File: src/rtl/updown_sweep_ctrl.sv
// Direction/enable sequencer for a WIDTH-bit up/down counter: sweeps the count
// between captured low/high limits, dwelling DWELL cycles at each turn, for SWEEPS sweeps.
module updown_sweep_ctrl #(
  parameter int WIDTH  = 4,
  parameter int DWELL  = 2,
  parameter int SWEEPS = 3,
  parameter int SCW    = 4
) (
  input  logic             clk,
  input  logic             reset,
  input  logic             start,
  input  logic             abort,
  input  logic [WIDTH-1:0] lo_lim,
  input  logic [WIDTH-1:0] hi_lim,
  input  logic [WIDTH-1:0] count_in,
  output logic             updown,
  output logic             cnt_en,
  output logic             busy,
  output logic             done,
  output logic             cfg_err,
  output logic [SCW-1:0]   sweep_cnt,
  output logic [2:0]       state_dbg
);

  localparam int TW = $clog2(DWELL) + 1;

  typedef enum logic [2:0] {
    S_IDLE    = 3'd0,
    S_UP      = 3'd1,
    S_HOLD_HI = 3'd2,
    S_DOWN    = 3'd3,
    S_HOLD_LO = 3'd4,
    S_DONE    = 3'd5
  } state_t;

  state_t           state, state_nxt;
  logic [WIDTH-1:0] lo_r, hi_r, lo_nxt, hi_nxt;
  logic [TW-1:0]    timer, timer_nxt;
  logic [SCW-1:0]   sweep_nxt, sweep_inc;
  logic             busy_nxt, done_nxt, cfg_err_nxt;
  logic             dwell_end;

  assign dwell_end = (timer == TW'(DWELL - 1));
  assign sweep_inc = sweep_cnt + SCW'(1);
  assign state_dbg = state;

  // Handshake: start is a level sampled only in IDLE; an accepted start raises
  // busy on the same edge, done/cfg_err are single-cycle registered pulses.
  always_ff @(posedge clk or negedge reset) begin
    if (!reset) begin
      state     <= S_IDLE;
      lo_r      <= '0;
      hi_r      <= '0;
      timer     <= '0;
      sweep_cnt <= '0;
      busy      <= 1'b0;
      done      <= 1'b0;
      cfg_err   <= 1'b0;
    end else begin
      state     <= state_nxt;
      lo_r      <= lo_nxt;
      hi_r      <= hi_nxt;
      timer     <= timer_nxt;
      sweep_cnt <= sweep_nxt;
      busy      <= busy_nxt;
      done      <= done_nxt;
      cfg_err   <= cfg_err_nxt;
    end
  end

  always_comb begin
    state_nxt   = state;
    lo_nxt      = lo_r;
    hi_nxt      = hi_r;
    timer_nxt   = timer;
    sweep_nxt   = sweep_cnt;
    busy_nxt    = busy;
    done_nxt    = 1'b0;
    cfg_err_nxt = 1'b0;
    updown      = 1'b1;
    cnt_en      = 1'b0;

    case (state)
      S_IDLE: begin
        if (start) begin
          if (lo_lim < hi_lim) begin
            lo_nxt    = lo_lim;
            hi_nxt    = hi_lim;
            sweep_nxt = '0;
            busy_nxt  = 1'b1;
            state_nxt = S_UP;
          end else begin
            cfg_err_nxt = 1'b1;
          end
        end
      end

      // Enable drops in the cycle the limit is seen, so the counter never overshoots.
      S_UP: begin
        updown = 1'b1;
        cnt_en = (count_in < hi_r);
        if (count_in >= hi_r) begin
          timer_nxt = '0;
          state_nxt = S_HOLD_HI;
        end
      end

      S_HOLD_HI: begin
        updown = 1'b0;
        if (dwell_end) begin
          timer_nxt = '0;
          state_nxt = S_DOWN;
        end else begin
          timer_nxt = timer + TW'(1);
        end
      end

      S_DOWN: begin
        updown = 1'b0;
        cnt_en = (count_in > lo_r);
        if (count_in <= lo_r) begin
          sweep_nxt = sweep_inc;
          timer_nxt = '0;
          state_nxt = (sweep_inc == SCW'(SWEEPS)) ? S_DONE : S_HOLD_LO;
        end
      end

      S_HOLD_LO: begin
        updown = 1'b1;
        if (dwell_end) begin
          timer_nxt = '0;
          state_nxt = S_UP;
        end else begin
          timer_nxt = timer + TW'(1);
        end
      end

      S_DONE: begin
        done_nxt  = 1'b1;
        busy_nxt  = 1'b0;
        state_nxt = S_IDLE;
      end

      default: begin
        busy_nxt  = 1'b0;
        state_nxt = S_IDLE;
      end
    endcase

    // Abort overrides everything, including a start or limit hit in the same cycle.
    if (abort) begin
      cnt_en      = 1'b0;
      state_nxt   = S_IDLE;
      busy_nxt    = 1'b0;
      done_nxt    = 1'b0;
      cfg_err_nxt = 1'b0;
      timer_nxt   = '0;
      lo_nxt      = lo_r;
      hi_nxt      = hi_r;
      sweep_nxt   = sweep_cnt;
    end
  end

endmodule

File: config.mk
export PLATFORM = sky130hd
export DESIGN_NAME = updown_sweep_ctrl
export DESIGN_NICKNAME = d
export VERILOG_FILES = /design/src/rtl/updown_sweep_ctrl.sv
export SDC_FILE = /design/constraint.sdc
export NUM_CORES = 1
export LEC_CHECK = 0
export BUFFER_PORTS_ARGS = -buffer_cell sky130_fd_sc_hd__clkbuf_2
export CAP_MARGIN = 15
export CORE_UTILIZATION = 54
export CTS_BUF_LIST = sky130_fd_sc_hd__clkbuf_4
export DETAILED_ROUTE_END_ITERATION = 10
export PLACE_DENSITY = 0.79
export REMOVE_ABC_BUFFERS = 1
export SYNTH_ARGS = -nofsm -noshare
export SYNTH_HDL_FRONTEND = slang
export SYNTH_SLANG_ARGS = --single-unit
File: constraint.sdc
create_clock -name clk -period 2.3 [get_ports clk]
set_input_delay 0.46 -clock clk [delete_from_list [all_inputs] [get_ports clk]]
set_output_delay 0.46 -clock clk [all_outputs]
set_load 0.02 [all_outputs]
=== Word level (Yosys, flattened, before mapping) ===
Cells that the tools add are included.

* Bits in registers: 20
* Bits in latches: 0
* Memory bits (writable): 0
* ROM bits: 0
* Input bits: 16
* Output and inout port bits: 12
* Logic and storage cells: 75
* Memories kept: 0

* Add/subtract/negate cells: 2
* Multipliers: 0
* Div/mod/pow operators: 0
* Order comparisons: 5
* Eq/ne operators: 17
* Shift operators: 0
* Mux-type cells: 31
* Bitwise operators: 1
* Reduce and logical (&&, ||, !) cells: 11

{| class="wikitable"
|+ Operators by type and width
! operator !! count
|-
| 2-to-1 mux 3 bit || 7
|-
| inequality test 3 bit, second input constant || 6
|-
| one-hot mux 3 bit (5 select lines) || 1
|-
| 2-to-1 mux 1 bit || 12
|-
| 2-to-1 mux 4 bit || 3
|-
| less-than comparator 4 bit || 2
|-
| 2-to-1 mux 2 bit || 4
|-
| one-hot mux 4 bit (2 select lines) || 1
|-
| == test 3 x 2 -> 1 bit, second input constant || 2
|-
| == test 3 bit, second input constant || 2
|-
| inequality test 2 bit, second input constant || 3
|-
| one-hot mux 2 bit (3 select lines) || 1
|-
| AND reduction 3 bit || 2
|-
| AND reduction 6 bit || 1
|-
| AND reduction 5 bit || 1
|-
| adder 4 x 1 -> 4 bit, second input constant || 1
|-
| == test 4 x 2 -> 1 bit, second input constant || 1
|-
| greater-or-equal comparator 4 bit || 1
|-
| greater-than comparator 4 bit || 1
|-
| <= comparator 4 bit || 1
|-
| one-hot mux 1 bit (2 select lines) || 2
|-
| AND reduction 4 bit || 1
|-
| nonzero test 4 bit || 1
|-
| OR reduction 2 bit || 2
|-
| 8 further kinds || 8
|}

=== Longest topological paths before layout ===
Gate-level depths: netlist of the first run.

* Word-level depth: 6
* Gate-level depth with buffers: 8
* Mapped depth without buffers: 7

=== Worst setup path after synthesis of the first run ===
No wires, ideal clock.

* Kind: input to output
* Start: input count_in[3]
* End: output cnt_en
* Arrival: 1690 ps
* Required time: 1840 ps
* Path slack: 150 ps
* Cell stages on the path: 6
* Path buffers: 1
* Cells stage by stage: ha_1 > and2_1 > o21ai_1 > a221o_1 > buf_6 > o21ai_1

* Longest elaborated chain between the ends: 3
* Elaborated cells between the ends (all ways): 4
* Those cells by class: 2 x order compare; 2 x mux

{| class="wikitable"
|+ Ends and longest elaborated chain
! item !! line !! RTL
|-
| start: declaration || 15 || <nowiki>input logic [WIDTH-1:0] count_in,</nowiki>
|-
| greater-than comparator 4 bit / less-than comparator 4 bit (equally long branches) || 120, 101 ||
|-
| one-hot mux 1 bit (2 select lines) * || 83 || <nowiki>case (state)</nowiki>
|-
| 2-to-1 mux 1 bit * || 151 || <nowiki>if (abort) begin</nowiki>
|-
| end: declaration || 17 || <nowiki>output logic cnt_en,</nowiki>
|}

Mark *: on every way between the ends. The rest lies on a longest branch, timed or not.

=== Final worst setup path of the first run ===
* Start: register lo_r[1]
* End: output cnt_en

* Longest elaborated chain between the ends: 3

{| class="wikitable"
|+ Ends and longest elaborated chain
! item !! line !! RTL
|-
| start: declaration || 37 || <nowiki>logic [WIDTH-1:0] lo_r, hi_r, lo_nxt, hi_nxt;</nowiki>
|-
| start signal: assignment || 61 || <nowiki>lo_r <= lo_nxt;</nowiki>
|-
| greater-than comparator 4 bit || 120 || <nowiki>cnt_en = (count_in > lo_r);</nowiki>
|-
| one-hot mux 1 bit (2 select lines) || 83 ||
|-
| 2-to-1 mux 1 bit || 151 ||
|}

No other way between the ends.

==> results of run 1 <==
==> per-layer routing <==
metal	wire length, um	track usage, %	up-vias
li1	-	-	533
met1	1410	34.32	526
met2	1537	46.54	47
met3	153	4.094	8
met4	68	12.16	0
met5	0	0	-
==> cells in the mapped netlist (all sizes together) <==
cell	count	area share (%)
a21oi	5	2.2
o41ai	1	0.66
a311oi	1	0.66
o211ai	3	2.4
nand4	1	0.47
nand3	4	1.5
o211a	1	0.75
o21ai	4	1.5
ha	13	12
mux2i	3	2.2
o21a	2	1.1
a32o	1	0.75
buf	5	3.3
a21bo	1	0.75
mux2	5	5.6
inv	12	3.4
nand2b	7	3.3
and2b	1	0.56
and2	2	0.94
a211o	1	0.66
a31oi	1	0.47
o2bb2ai	2	1.3
o22ai	1	0.47
a21o	1	0.56
nand2	9	2.5
and3	1	0.47
nor2	3	0.84
nor2b	6	2.8
or3	1	0.47
xnor2	2	1.3
nand3b	1	0.84
a221o	1	0.75
nor3	4	1.9
clkbuf	1	0.28
nor4	3	1.9
dfrtp	20	37
a41o	1	0.75
==> worst max path at each step <==
stage | start | end | slack [ns] | depth (start not counted)
finish | lo_r[1] | cnt_en | -0.05 | 7
global route | lo_r[2] | cnt_en | -0.11 | 7
CTS | lo_r[3] | cnt_en | -0.09 | 7
detailed placement | count_in[3] | cnt_en | 0.11 | 7
global placement | count_in[3] | cnt_en | 0.12 | 7
floorplan | count_in[3] | cnt_en | 0.13 | 5
==> stage by stage <==
step / setup slack, ns / instances / utilization [%]
after CTS: -0.09381 / 191 / 69.93
after global placement: 0.1168 / 186 / 66.03
after global routing: -0.1064 / 192 / 70.59
after detailed placement: 0.1133 / 186 / 66.03
after floorplan: 0.1310 / 125 / -
final: -0.05052 / 192 / 70.59
==> power groups by stage <==
stage,clock [mW],combinational [mW],sequential (mW)
finish,0.299,0.867,0.562
CTS,0.297,0.824,0.561
global route,0.313,0.940,0.581
detailed placement,0,0.737,0.568
floorplan,0,0.488,0.591
global placement,0,0.711,0.559
==> cells by family after synthesis <==
family | share of synthesized area, %
compound gates | 15.75
xor+xnor | 1.312
simple gates | 18.46
flops | 37.49
buf+inv | 6.935
mux | 7.872
fa+ha+maj | 12.18
==> worst reg2reg max path, stage by stage, from the launching register on <==
cell	delay (ns)
dfrtp_1	0.55
nor4_1	0.49
nand2_1	0.12
and2b_1	0.20
buf_4	0.19
mux2_4	0.32
==> sequential cells by signal (all words and copies together), names as in the netlist <==
signal	flops
busy	1
cfg_err	1
done	1
hi_r	4
lo_r	4
state_dbg	3
sweep_cnt	4
timer	2
==> cells in the final DEF (no fill, tap or decap), types with 2 or more instances in the layout <==
cell and instances:
a21oi_1 4, buf_4 8, clkbuf_2 26, clkbuf_4 3
dfrtp_1 20, ha_1 12, inv_1 11, mux2_4 5
mux2i_1 3, nand2_1 9, nand2b_1 7, nand3_1 4
nor2_1 3, nor2b_1 5, nor3_1 3, nor4_1 2
o211ai_2 2, o21a_1 2, o21ai_1 2, o21ai_2 2
o2bb2ai_1 2, xnor2_1 2
==> final cells by class <==
| class | count | area (um^2) |
|---|---|---|
| tap | 28 | 35.03 |
| inverter | 12 | 45.04 |
| clock inverter | 1 | 30.03 |
| fill | 170 | 669.4 |
| timing repair buffer | 35 | 201.4 |
| multi-input combinational | 93 | 772.0 |
| clock buffer | 3 | 22.52 |
| sequential | 20 | 500.5 |
==> what timing repair did <==
item                       CTS  global route
hold endpoints to repair     0             0
resized for setup            7             3
setup endpoints to repair    1             1
buffers inserted             1             1
gates cloned                 0             0
pin swaps                    3             2
==> reports/qor.txt, run 1 <==
========================================================================================================
Average wire per standard cell                                                                  16.51 um
Final instance area                                                                            1607 um^2
Number of port buffers                                                                                27
Avg Vias per Cell                                                                                  5.802
Post-route fraction of the period consumed by the critical path                                   102.2%
Core footprint                                                                                 2276 um^2
Worst R2R Path Depth                                                                                   5
Cell internal pwr                                                                               1.044 mW
Overall track demand over capacity in global routing                                              27.45%
Worst-path cell with the longest stage delay                                                     dfrtp_1
Warnings from Yosys                                                                                    0
Layout Area Growth over Synthesis                                                                 20.34%
Instance area at placement                                                                     1503 um^2
Synthesized flop and latch total                                                                      20
Die extent in x                                                                                 51.72 um
Max Clock Skew                                                                               0.003533 ns
Largest vdd supply drop                                                                        0.5840 mV
Clock tree root driver cell                                                                     clkbuf_4
Full die area                                                                                  2675 um^2
Hold violation count in the final report                                                               0
Source-to-sink clock delay at the later pin of the worst-skew pair                               0.32 ns
Chain of cells forming the critical path                                                    inv_1 -> ha_1 -> nor2b_4 -> o21ai_2 -> a221o_1 -> o21ai_2 -> buf_6
Clk pwr share                                                                                      17.3%
Final antenna-violating net count                                                                      0
Achievable clock frequency                                                                     425.4 MHz
Distinct cells, synth                                                                                 42
Post-Synthesis Cells                                                                                 131
Final setup violation count                                                                            1
Class of the worst hold path                                                                 in -> async
Total number of H-tree levels                                                                          1
Maximum clock insertion buffer count                                                                   2
Flop pwr share                                                                                     32.5%
Mean Syn Cell Area                                                                            10.19 um^2
Wire length of the first global-routing pass                                                     5333 um
Post-route setup TNS                                                                         -0.05052 ns
Time the worst path needs with I/O delays and setup                                             2.351 ns
Flop-to-flop setup slack                                                                         0.33 ns
CTS buffer count                                                                                       3
Run status                                                                                  finished with violations
CTS tree                                                                                             yes
DRC errors left                                                                                        0
Leakage power                                                                                  0.8401 nW
Pre-Repair DR Iteration Count                                                                          4
Initial detailed-routing violation count                                                              47
Switching power                                                                                 684.8 uW
Endpoint of the worst register-to-register path                                                  lo_r[0]
Slew headroom                                                                                     65.49%
Drt total wl                                                                                     3170 um
Initial cell density of the core                                                                  58.66%
Worst path max stage delay                                                                       0.37 ns
Post-CTS Hold Fix Bufs                                                                                 0
Violations in the final reports                                                             setup timing
Final slew viol count                                                                                  0
Nets@finish                                                                                          194
Cell Area, Synth                                                                               1335 um^2
Total chip power                                                                                1.729 mW
Max-cap violation count                                                                                0
Critical path buffer and inverter count                                                                2
Diodes inserted                                                                                        0
Sequential fraction of the synthesis area                                                         37.49%
Dominant cell type by count on the critical path                                                 o21ai_2
Portion of total power attributed to combinational logic                                           50.1%
Via count                                                                                          1,114
Number of antenna violations at the first check in global routing                                      0
Post-CTS clock slew at the launch and capture registers of the worst setup and hold paths        0.12 ns
Detail Placement HPWL                                                                            2132 um
CP Data Arrival Time                                                                             1.89 ns
Clock sinks                                                                                           20
Critical Path End Type                                                                        output pin
Transition at the pin with the smallest max-transition slack                                   0.5176 ns
Global route total overflow                                                                            0
Required time at the worst-slack endpoint                                                        1.84 ns
Crit Path Category                                                                            reg -> out
Fraction of final layout cells sized beyond drive strength 1                                      34.15%
Tightest hold margin                                                                          0.08888 ns
Unrepaired setup endpoints after global routing                                                     true
Height of the chip                                                                              51.72 um
Placer Congestion                                                                                 0.8792
Total power density per cell area                                                           1076 nW/um^2
Pin count of the biggest net entering global routing                                                  21
Max Fanout on Critical Path                                                                            2
Vias in the first global route                                                                     1,145
Slack of the critical path                                                                   -0.05052 ns
Startpoint of the worst register-to-register path                                           state_dbg[0]
Worst path top cell family by delay                                                         compound AO/OA/AOI/OAI gates
Number of core rows                                                                                   17
# IOs                                                                                                 28
Switching power as a share of total power                                                         39.61%
Launching element type of the critical path                                                    flip-flop
========================================================================================================
Note: power is estimated with default switching activity, not from simulation.
==> run 2: changes to the inputs <==
Settings changed: GPL_TIMING_DRIVEN from default to 0.
==> reports/qor.txt, run 2 (same netlist as run 1, synthesis figures left out) <==
========================================================================================================
Final design utilization                                                                          67.45%
Final antenna-violating net count                                                                      0
Vias in the first global route                                                                     1,021
Total number of H-tree levels                                                                          1
Class of the worst hold path                                                                 in -> async
Wire length of the first global-routing pass                                                     4409 um
CTS buffer count                                                                                       3
Layout Area Growth over Synthesis                                                                 15.00%
Drt total wl                                                                                     2690 um
Global route total overflow                                                                            0
Slack of the critical path                                                                   -0.03814 ns
Crit Path Category                                                                            reg -> out
Worst path max stage delay                                                                       0.38 ns
Initial cell density of the core                                                                  58.66%
Fill cell instance count of the final layout                                                         181
Unrepaired setup endpoints after global routing                                                     true
Max Clock Skew                                                                                0.01386 ns
Top flop regs                                                                               hi_r (4), lo_r (4), sweep_cnt (4)
Top Metal Used                                                                                      met4
Post-CTS clock slew at the launch and capture registers of the worst setup and hold paths        0.12 ns
Core footprint                                                                                 2276 um^2
Total power density per cell area                                                           971.5 nW/um^2
Violations in the final reports                                                             setup timing
Required time at the worst-slack endpoint                                                        1.84 ns
Post-route fraction of the period consumed by the critical path                                   101.7%
Nets@finish                                                                                          189
CTS tree                                                                                             yes
Average wire per standard cell                                                                  14.39 um
Leakage power                                                                                  0.7958 nW
Chain of cells forming the critical path                                                    inv_1 -> ha_1 -> nor2b_1 -> o21ai_1 -> a221o_2 -> o21ai_2 -> clkbuf_8
Slew headroom                                                                                     65.78%
Routed wl met2                                                                                   1287 um
Startpoint of the worst register-to-register path                                           state_dbg[2]
Hold violation count in the final report                                                               0
Run status                                                                                  finished with violations
Number of core rows                                                                                   17
# IOs                                                                                                 28
Launching element type of the critical path                                                    flip-flop
Wire length the detailed router placed on met1                                                   1265 um
Critical Path End Type                                                                        output pin
Flop-to-flop setup slack                                                                         0.18 ns
Overall track demand over capacity in global routing                                              23.02%
Final slew viol count                                                                                  0
Max Fanout on Critical Path                                                                            2
Transition at the pin with the smallest max-transition slack                                   0.5133 ns
Diodes inserted                                                                                        0
Pre-Repair DR Iteration Count                                                                          4
Maximum clock insertion buffer count                                                                   2
Pin count of the biggest net entering global routing                                                  21
Time the worst path needs with I/O delays and setup                                             2.338 ns
Largest vdd supply drop                                                                        0.6255 mV
Number of port buffers                                                                                27
Die extent in x                                                                                 51.72 um
Met3 wire len                                                                                     119 um
Via count                                                                                          1,068
Max-cap violation count                                                                                0
Clock tree root driver cell                                                                     clkbuf_4
Worst-path cell with the longest stage delay                                                     a221o_2
Detail Placement HPWL                                                                            2046 um
Critical path buffer and inverter count                                                                2
Full die area                                                                                  2675 um^2
Most frequent standard cell in the layout excluding fill and tap cells                          clkbuf_2
Avg Vias per Cell                                                                                  5.711
Height of the chip                                                                              51.72 um
CP Data Arrival Time                                                                             1.88 ns
Top library cells by usage in the layout, fill and taps aside                               clkbuf_2 (26), dfrtp_1 (20), ha_1 (12)
Initial detailed-routing violation count                                                              29
Achievable clock frequency                                                                     427.7 MHz
Minimum setup slack after placement                                                          -0.06825 ns
Critical Path Start                                                                              lo_r[1]
Clock sinks                                                                                           20
Source-to-sink clock delay at the later pin of the worst-skew pair                               0.30 ns
Final setup violation count                                                                            1
DRC errors left                                                                                        0
Placer Congestion                                                                                 0.8205
Worst path top cell family by delay                                                         compound AO/OA/AOI/OAI gates
Fraction of final layout cells sized beyond drive strength 1                                      30.82%
Number of antenna violations at the first check in global routing                                      0
========================================================================================================
[run 2: cell types whose count changed in the layout (fill, tap and decap cells not counted), sizes merged]
cell / change
clkbuf: +1
bufinv: -1
clkinv: +1
buf: -6
[run 2: final cells by class]
class | instances | area (um^2) | share of cell area [%]
tap | 28 | 35.03 | 2.282
timing repair buffer | 30 | 166.4 | 10.84
multi-input combinational | 93 | 762.0 | 49.63
inverter | 12 | 45.04 | 2.934
sequential | 20 | 500.5 | 32.60
clock buffer | 3 | 22.52 | 1.467
clock inverter | 1 | 3.754 | 0.2445
[run 2: report_power, final]
| group | switching [mW] | total (mW) | internal [mW] |
|---|---|---|---|
| Sequential | 0.118 | 0.576 | 0.459 |
| Combinational | 0.380 | 0.746 | 0.366 |
| Clock | 0.106 | 0.169 | 0.0633 |
[run 2: final timing paths]
| check | depth (start not counted) | end |
|---|---|---|
| max | 7 | cnt_en |
| min | 1 | lo_r[3] |
| max reg2reg | 4 | hi_r[0] |
| min reg2reg | 1 | timer[1] |
| max in group asynchronous | 1 | busy |
| min in group clk | 3 | hi_r[2] |
[run 2: routing by layer]
metal,vias up,global-route usage (%)
met2,30,38.96
met5,-,0
met4,0,4.505
met1,507,28.57
met3,2,7.602
li1,529,-
[run 2: through the flow]
step	hold slack [ns]	std cells	cell area [um^2]	power, mW	setup TNS (ns)
3_3_place_gp	0.4407	180	1458	1.239	-0.04693
3_5_place_dp	0.4564	180	1458	1.273	-0.06825
6_report	0.09598	187	1535	1.491	-0.03814
2_1_floorplan	0.1644	125	1287	1.078	0
4_1_cts	0.1131	187	1535	1.499	-0.09916
5_1_grt	0.1155	187	1535	1.613	-0.1416
[run 2: worst reg2reg max path, cell delays in order (launching register included)]
cell     delay [ns]
dfrtp_1        0.55
nor4_1         0.47
nand2_1        0.12
and2b_1        0.53
mux2_4         0.35
[run 2: what timing repair did]
action / CTS / global route
endpoints found under the setup margin: 1 / 1
hold buffers: 0 / 0
gates cloned: 0 / 0
pin swaps: 2 / 3
gates resized for setup: 7 / 0
setup buffers: 3 / 0
